$ cat src/rtl/pipeline_hazard_ctrl_if.sv
// rtl/pipeline_hazard_ctrl_if.sv - pipeline/hazard-controller signal bundle
interface pipeline_hazard_ctrl_if #(
   parameter int CNT_W = 16
);
   logic [3:0]       id_src1;
   logic [3:0]       id_src2;
   logic             id_use_src1;
   logic             id_two_src;
   logic [3:0]       exe_dest;
   logic             exe_WB_EN;
   logic             exe_MEM_R_EN;
   logic [3:0]       mem_dest;
   logic             mem_WB_EN;
   logic             exe_B;
   logic             mem_access;
   logic             sram_ready;
   logic             if_freeze;
   logic             if_flush;
   logic             id_flush;
   logic             exe_freeze;
   logic             mem_freeze;
   logic             mem_timeout;
   logic [CNT_W-1:0] stall_cnt;
   logic [CNT_W-1:0] flush_cnt;
   logic [CNT_W-1:0] wait_cnt;

   modport master (
      output id_src1, id_src2, id_use_src1, id_two_src, exe_dest, exe_WB_EN,
             exe_MEM_R_EN, mem_dest, mem_WB_EN, exe_B, mem_access, sram_ready,
      input  if_freeze, if_flush, id_flush, exe_freeze, mem_freeze, mem_timeout,
             stall_cnt, flush_cnt, wait_cnt
   );

   modport slave (
      input  id_src1, id_src2, id_use_src1, id_two_src, exe_dest, exe_WB_EN,
             exe_MEM_R_EN, mem_dest, mem_WB_EN, exe_B, mem_access, sram_ready,
      output if_freeze, if_flush, id_flush, exe_freeze, mem_freeze, mem_timeout,
             stall_cnt, flush_cnt, wait_cnt
   );
endinterface

$ cat src/rtl/pipeline_hazard_ctrl.sv
// rtl/pipeline_hazard_ctrl.sv - stall/flush sequencer with SRAM-wait watchdog and perf counters
// Define PIPE_FORWARDING_EN to stall on load-use only; otherwise full interlock.
module pipeline_hazard_ctrl #(
   parameter int TIMEOUT = 255,
   parameter int CNT_W   = 16
) (
   input logic                   clk,
   input logic                   rst,
   pipeline_hazard_ctrl_if.slave hz_if
);
   localparam int TW = $clog2(TIMEOUT + 1);

   typedef enum logic [1:0] {RUN, WAIT, ERR} state_t;

   state_t           r_state;
   state_t           w_next;
   logic [TW-1:0]    r_wtimer;
   logic [TW-1:0]    w_wtimer_nxt;
   logic             r_timeout;
   logic [CNT_W-1:0] r_stall_cnt;
   logic [CNT_W-1:0] r_flush_cnt;
   logic [CNT_W-1:0] r_wait_cnt;

   logic w_hz, w_mw;
   logic w_if_freeze, w_if_flush, w_id_flush, w_exe_freeze, w_mem_freeze;
   logic w_stall_inc, w_flush_inc, w_wait_inc, w_timeout_set;

   function automatic logic src_match(input logic [3:0] dest,
                                      input logic [3:0] s1, input logic u1,
                                      input logic [3:0] s2, input logic u2);
      return (u1 && (s1 == dest)) || (u2 && (s2 == dest));
   endfunction

   always_comb begin
`ifdef PIPE_FORWARDING_EN
      w_hz = hz_if.exe_MEM_R_EN && hz_if.exe_WB_EN &&
             src_match(hz_if.exe_dest, hz_if.id_src1, hz_if.id_use_src1,
                       hz_if.id_src2, hz_if.id_two_src);
`else
      w_hz = (hz_if.exe_WB_EN &&
              src_match(hz_if.exe_dest, hz_if.id_src1, hz_if.id_use_src1,
                        hz_if.id_src2, hz_if.id_two_src)) ||
             (hz_if.mem_WB_EN &&
              src_match(hz_if.mem_dest, hz_if.id_src1, hz_if.id_use_src1,
                        hz_if.id_src2, hz_if.id_two_src));
`endif
   end

   assign w_mw = hz_if.mem_access && !hz_if.sram_ready;

   always_comb begin
      w_next        = r_state;
      w_wtimer_nxt  = r_wtimer;
      w_if_freeze   = 1'b0;
      w_if_flush    = 1'b0;
      w_id_flush    = 1'b0;
      w_exe_freeze  = 1'b0;
      w_mem_freeze  = 1'b0;
      w_stall_inc   = 1'b0;
      w_flush_inc   = 1'b0;
      w_wait_inc    = 1'b0;
      w_timeout_set = 1'b0;
      if (rst) begin
         w_next = RUN;
      end else if (r_state == ERR) begin
         w_if_freeze  = 1'b1;
         w_exe_freeze = 1'b1;
         w_mem_freeze = 1'b1;
      end else if (w_mw) begin
         // Pending branch/hazard stays in the frozen registers and is re-evaluated on release
         w_if_freeze  = 1'b1;
         w_exe_freeze = 1'b1;
         w_mem_freeze = 1'b1;
         w_wait_inc   = 1'b1;
         if (r_state == RUN) begin
            w_next       = WAIT;
            w_wtimer_nxt = TW'(1);
         end else if (r_wtimer == TW'(TIMEOUT)) begin
            w_next        = ERR;
            w_timeout_set = 1'b1;
         end else begin
            w_wtimer_nxt = r_wtimer + TW'(1);
         end
      end else begin
         w_next = RUN;
         if (hz_if.exe_B) begin
            w_if_flush  = 1'b1;
            w_id_flush  = 1'b1;
            w_flush_inc = 1'b1;
         end else if (w_hz) begin
            w_if_freeze = 1'b1;
            w_id_flush  = 1'b1;
            w_stall_inc = 1'b1;
         end
      end
   end

   always_ff @(posedge clk) begin
      if (rst) begin
         r_state     <= RUN;
         r_wtimer    <= '0;
         r_timeout   <= 1'b0;
         r_stall_cnt <= '0;
         r_flush_cnt <= '0;
         r_wait_cnt  <= '0;
      end else begin
         r_state  <= w_next;
         r_wtimer <= w_wtimer_nxt;
         if (w_timeout_set)
            r_timeout <= 1'b1;
         if (w_stall_inc && (r_stall_cnt != '1))
            r_stall_cnt <= r_stall_cnt + CNT_W'(1);
         if (w_flush_inc && (r_flush_cnt != '1))
            r_flush_cnt <= r_flush_cnt + CNT_W'(1);
         if (w_wait_inc && (r_wait_cnt != '1))
            r_wait_cnt <= r_wait_cnt + CNT_W'(1);
      end
   end

   assign hz_if.if_freeze   = w_if_freeze;
   assign hz_if.if_flush    = w_if_flush;
   assign hz_if.id_flush    = w_id_flush;
   assign hz_if.exe_freeze  = w_exe_freeze;
   assign hz_if.mem_freeze  = w_mem_freeze;
   assign hz_if.mem_timeout = r_timeout;
   assign hz_if.stall_cnt   = r_stall_cnt;
   assign hz_if.flush_cnt   = r_flush_cnt;
   assign hz_if.wait_cnt    = r_wait_cnt;
endmodule
$ cat src/flat_wrapper.sv
// flat-port wrapper written by rule: the top's interface ports become plain ports
module pipeline_hazard_ctrl_flat 
#(
   parameter int TIMEOUT = 255,
   parameter int CNT_W   = 16
)
  (clk, rst, hz_if_id_src1, hz_if_id_src2, hz_if_id_use_src1, hz_if_id_two_src, hz_if_exe_dest, hz_if_exe_WB_EN, hz_if_exe_MEM_R_EN, hz_if_mem_dest, hz_if_mem_WB_EN, hz_if_exe_B, hz_if_mem_access, hz_if_sram_ready, hz_if_if_freeze, hz_if_if_flush, hz_if_id_flush, hz_if_exe_freeze, hz_if_mem_freeze, hz_if_mem_timeout, hz_if_stall_cnt, hz_if_flush_cnt, hz_if_wait_cnt);
  pipeline_hazard_ctrl_if #(.CNT_W(CNT_W)) hz_if_i ();
  input logic clk;
  input logic rst;
  input wire logic [$bits(hz_if_i.id_src1)-1:0] hz_if_id_src1;
  input wire logic [$bits(hz_if_i.id_src2)-1:0] hz_if_id_src2;
  input wire logic [$bits(hz_if_i.id_use_src1)-1:0] hz_if_id_use_src1;
  input wire logic [$bits(hz_if_i.id_two_src)-1:0] hz_if_id_two_src;
  input wire logic [$bits(hz_if_i.exe_dest)-1:0] hz_if_exe_dest;
  input wire logic [$bits(hz_if_i.exe_WB_EN)-1:0] hz_if_exe_WB_EN;
  input wire logic [$bits(hz_if_i.exe_MEM_R_EN)-1:0] hz_if_exe_MEM_R_EN;
  input wire logic [$bits(hz_if_i.mem_dest)-1:0] hz_if_mem_dest;
  input wire logic [$bits(hz_if_i.mem_WB_EN)-1:0] hz_if_mem_WB_EN;
  input wire logic [$bits(hz_if_i.exe_B)-1:0] hz_if_exe_B;
  input wire logic [$bits(hz_if_i.mem_access)-1:0] hz_if_mem_access;
  input wire logic [$bits(hz_if_i.sram_ready)-1:0] hz_if_sram_ready;
  output wire logic [$bits(hz_if_i.if_freeze)-1:0] hz_if_if_freeze;
  output wire logic [$bits(hz_if_i.if_flush)-1:0] hz_if_if_flush;
  output wire logic [$bits(hz_if_i.id_flush)-1:0] hz_if_id_flush;
  output wire logic [$bits(hz_if_i.exe_freeze)-1:0] hz_if_exe_freeze;
  output wire logic [$bits(hz_if_i.mem_freeze)-1:0] hz_if_mem_freeze;
  output wire logic [$bits(hz_if_i.mem_timeout)-1:0] hz_if_mem_timeout;
  output wire logic [$bits(hz_if_i.stall_cnt)-1:0] hz_if_stall_cnt;
  output wire logic [$bits(hz_if_i.flush_cnt)-1:0] hz_if_flush_cnt;
  output wire logic [$bits(hz_if_i.wait_cnt)-1:0] hz_if_wait_cnt;
  assign hz_if_i.id_src1 = hz_if_id_src1;
  assign hz_if_i.id_src2 = hz_if_id_src2;
  assign hz_if_i.id_use_src1 = hz_if_id_use_src1;
  assign hz_if_i.id_two_src = hz_if_id_two_src;
  assign hz_if_i.exe_dest = hz_if_exe_dest;
  assign hz_if_i.exe_WB_EN = hz_if_exe_WB_EN;
  assign hz_if_i.exe_MEM_R_EN = hz_if_exe_MEM_R_EN;
  assign hz_if_i.mem_dest = hz_if_mem_dest;
  assign hz_if_i.mem_WB_EN = hz_if_mem_WB_EN;
  assign hz_if_i.exe_B = hz_if_exe_B;
  assign hz_if_i.mem_access = hz_if_mem_access;
  assign hz_if_i.sram_ready = hz_if_sram_ready;
  assign hz_if_if_freeze = hz_if_i.if_freeze;
  assign hz_if_if_flush = hz_if_i.if_flush;
  assign hz_if_id_flush = hz_if_i.id_flush;
  assign hz_if_exe_freeze = hz_if_i.exe_freeze;
  assign hz_if_mem_freeze = hz_if_i.mem_freeze;
  assign hz_if_mem_timeout = hz_if_i.mem_timeout;
  assign hz_if_stall_cnt = hz_if_i.stall_cnt;
  assign hz_if_flush_cnt = hz_if_i.flush_cnt;
  assign hz_if_wait_cnt = hz_if_i.wait_cnt;
  pipeline_hazard_ctrl #(.TIMEOUT(TIMEOUT), .CNT_W(CNT_W)) u_core (.clk(clk), .rst(rst), .hz_if(hz_if_i));
endmodule
$ cat config.mk
export PLATFORM = sky130hd
export DESIGN_NAME = pipeline_hazard_ctrl_flat
export DESIGN_NICKNAME = d
export VERILOG_FILES = /design/src/rtl/pipeline_hazard_ctrl_if.sv /design/src/rtl/pipeline_hazard_ctrl.sv /design/src/flat_wrapper.sv
export SDC_FILE = /design/constraint.sdc
export NUM_CORES = 1
export LEC_CHECK = 0
export ABC_AREA = 0
export CAP_MARGIN = 0
export CORE_MARGIN = 2
export CORE_UTILIZATION = 65
export CTS_CLUSTER_DIAMETER = 80
export DETAILED_ROUTE_END_ITERATION = 10
export DONT_BUFFER_PORTS = 1
export PLACE_DENSITY = 0.87
export SYNTH_ARGS = -nofsm -noshare
export SYNTH_HDL_FRONTEND = slang
export SYNTH_SLANG_ARGS = --single-unit
$ cat constraint.sdc
create_clock -name clk -period 4.2 [get_ports clk]
set_input_delay 0.21 -clock clk [delete_from_list [all_inputs] [get_ports clk]]
set_output_delay 0.21 -clock clk [all_outputs]
set_load 0.005 [all_outputs]
==> results.json <==
{
  "status": "complete, no violations",
  "critPathTopFamily": "simple AND/OR/NAND/NOR gates",
  "core_area_um2": 4410,
  "hold_path.class": "input pin to register",
  "syn-num-nets": 386,
  "syn_avg_cell_area_um2": 8.50,
  "cts_sinks": 59,
  "hpwlAfterDp_mm": 4.33,
  "io_buffers": 0,
  "seq_power_share_pct": 47.2,
  "crit_path_start_kind": "register",
  "fin_nets": 383,
  "met2WireLength_mm": 3.12,
  "synth-edff-count": 0,
  "fillerInstances": 333,
  "route.detailed.drc": 0,
  "synth.distinct_cells": 40,
  "p_sw_mw": 0.256,
  "firstDrtPassIters": 4,
  "tns_ns": 0,
  "synthTopCellsByCount": "59 x dfxtp_1, 55 x nor2_1, 31 x xor2_1",
  "switching_share_pct": 21.3,
  "layout-drive-gt1-share_pct": 7.26,
  "finalCritPeriodShare_pct": 51.8,
  "final_util_pct": 73.8,
  "cts_max_path_buffers": 2,
  "power_frac_clock_pct": 48.3,
  "grt_pass1_wl_mm": 10.7,
  "layout_min_cycle_time_ns": 2.18,
  "die_w_um": 72.2,
  "rows": 24,
  "syn_inst": 356,
  "r2r_slack_ns": 2.02,
  "startpoint": "u_core.hz_if.stall_cnt[0]",
  "clkLatencyLatePin_ns": 0.33,
  "routedWlPerCell_um": 15.5,
  "postRouteAntennaNets": 0,
  "clock-root-buffer": "clkbuf_8",
  "timing.rr.start": "u_core.hz_if.stall_cnt[0]",
  "slowest_delay_ns": 0.59,
  "die_h_um": 72.2,
  "drtIter0Drc": 154,
  "rsz0062_at_grt": "false",
  "vias": 2568,
  "cp_cell_sequence": "ha_1, and3_1, nand3_1, nand4_2, or4_1, a21oi_1",
  "areaGrowthSynthToFinish_pct": 7.73,
  "wirelength_mm": 6.38,
  "start_util_pct": 68.5,
  "required_ns": 4.47,
  "met3RoutedLength_um": 409,
  "final_max_slew_viol_count": 0,
  "crit_end": "u_core.hz_if.stall_cnt[8]",
  "max_cap_violations": 0,
  "cts_resized": 0,
  "wirelength_met1_mm": 2.72,
  "cp.depth": 6,
  "path_class": "register to register",
  "critPathMaxFanout": 19,
  "clk_pin_slew_ns": 0.07,
  "crit_buf_inv": 0,
  "netlist_area_um2": 3030,
  "synthTopCellsByArea": "dfxtp_1 39%, xor2_1 9.0%, nor2_1 6.8%",
  "synth_area_leader_cell": "dfxtp_1",
  "multi_input_area_um2": 1740,
  "p_comb_share_pct": 4.5,
  "fin_worst_skew_ns": 0.00586,
  "p_int_mw": 0.947,
  "grt_max_degree": 50,
  "cts_max_level": 3,
  "hold_viol": 0,
  "ys_warn_count": 0,
  "ir_drop_mv": 0.309,
  "rr_endpoint": "u_core.hz_if.stall_cnt[8]",
  "cts_tree": "done",
  "leakagePower_nw": 1.13,
  "synth_top_area_share_pct": 39.0,
  "antenna_cells": 0,
  "die_area_um2": 5220,
  "grt_use_total_pct": 25.9,
  "yosys_most_used_dff": "dfxtp_1",
  "slowest_stage": "or4_1",
  "power_mw": 1.20,
  "relSlewSlack_pct": 60.7,
  "grt_antenna_before_repair": 0,
  "io_pins": 80,
  "power.density_nw_per_um2": 369,
  "post-synth-top-count-cell": "dfxtp_1",
  "tightest_slew_ns": 0.590,
  "ys_ff_latch": 59,
  "finalSetupViolCount": 0,
  "top_layer": "met4",
  "area.sequential_um2": 1180,
  "synth_seq_area_share_pct": 39.0,
  "max_freq_mhz": 459,
  "first_global_vias": 2514,
  "gp_congestion": 0.826,
  "crit_path_end_kind": "register",
  "ff2ff_path_depth": 6,
  "drt-vias-per-instance": 6.26,
  "worstHoldStart": "rst",
  "numCtsBuffers": 9,
  "async_reset_ff_share_pct": 0,
  "grt-ovfl-total": 0,
  "arrival_ns": 2.44
}
## logic make-up after synthesis
family | after synthesis | share of synthesized area [%]
and+or+nand+nor | 174 | 31.1
DFF | 59 | 39.0
xor gates and xnor gates | 50 | 14.5
AOI/OAI and AO/OA | 42 | 8.73
buffers and inverters | 23 | 3.56
muxes | 4 | 1.41
adders and majority gates | 4 | 1.65
## worst min-delay path by stage
stage / slack [ns] / endpoint / depth (start not counted)
after floorplan: 0.41 / u_core.hz_if.stall_cnt[12] / 2
after global placement: 0.29 / u_core.hz_if.flush_cnt[8] / 1
after detailed placement: 0.29 / u_core.hz_if.flush_cnt[8] / 1
after CTS: 0.09 / u_core.hz_if.stall_cnt[12] / 2
after global routing: 0.09 / u_core.hz_if.stall_cnt[12] / 2
final: 0.1 / u_core.hz_if.stall_cnt[12] / 2
## layout by cell type, fill, tap and decap left out, types with 3 or more instances in the layout
cell and n:
dfxtp_1 59, nand3_1 27, nand2_1 10, xor2_1 31
a21oi_1 18, o21ai_0 8, or3_1 8, nor2b_1 5
nor2_1 55, clkbuf_8 11, or4_1 8, clkinv_2 3
nand3b_1 3, nand2b_1 3, nand4_1 23, nor3_1 7
a211oi_1 3, xnor2_1 19, ha_1 4, inv_1 8
o31ai_1 8, and3_1 11
## per-stage QoR
step                hold WS, ns  cell area, um2  worst slack [ns]  instances
floorplan                 0.413            3030              2.34        356
global placement          0.285            3010              2.07        393
detailed placement        0.287            3010              2.02        393
CTS                      0.0915            3260              2.01        410
global route             0.0919            3260              1.84        410
finish                   0.0980            3260              2.02        410
## repair_timing
action / CTS / global route
hold buffers: 1 / 0
endpoints found under the hold margin: 49 / 0
setup buffers: 0 / 0
## layout make-up
type                            instances  area share, %
Tap cell                               52           2.00
Clock buffer                           11           4.64
Clock inverter                          5           2.30
Sequential cell                        59           36.2
Timing Repair Buffer                    1          0.614
Inverter                                8          0.921
Multi-Input combinational cell        274           53.3
## registers in the layout (all words and copies together) (netlist names)
signal and count:
u_core.hz_if.mem_timeout 1, u_core.hz_if.flush_cnt 16, u_core.hz_if.wait_cnt 16, u_core.r_state 2
u_core.hz_if.stall_cnt 16, u_core.r_wtimer 8
## metal layers
metal	global-route usage, %	vias up
met5	0	-
met1	30.6	1221
met4	14.9	0
li1	-	1262
met3	6.81	12
met2	42.4	73
## power groups by stage
stage                     Clock [mW]  Combinational [mW]  Sequential [mW]
final                          0.581              0.0542            0.568
after global routing           0.614              0.0607            0.568
after floorplan                    0              0.0480            0.579
after global placement             0              0.0441            0.580
after detailed placement           0              0.0455            0.580
after CTS                      0.590              0.0550            0.568
No activity file was read; power rests on OpenSTA's default activity.
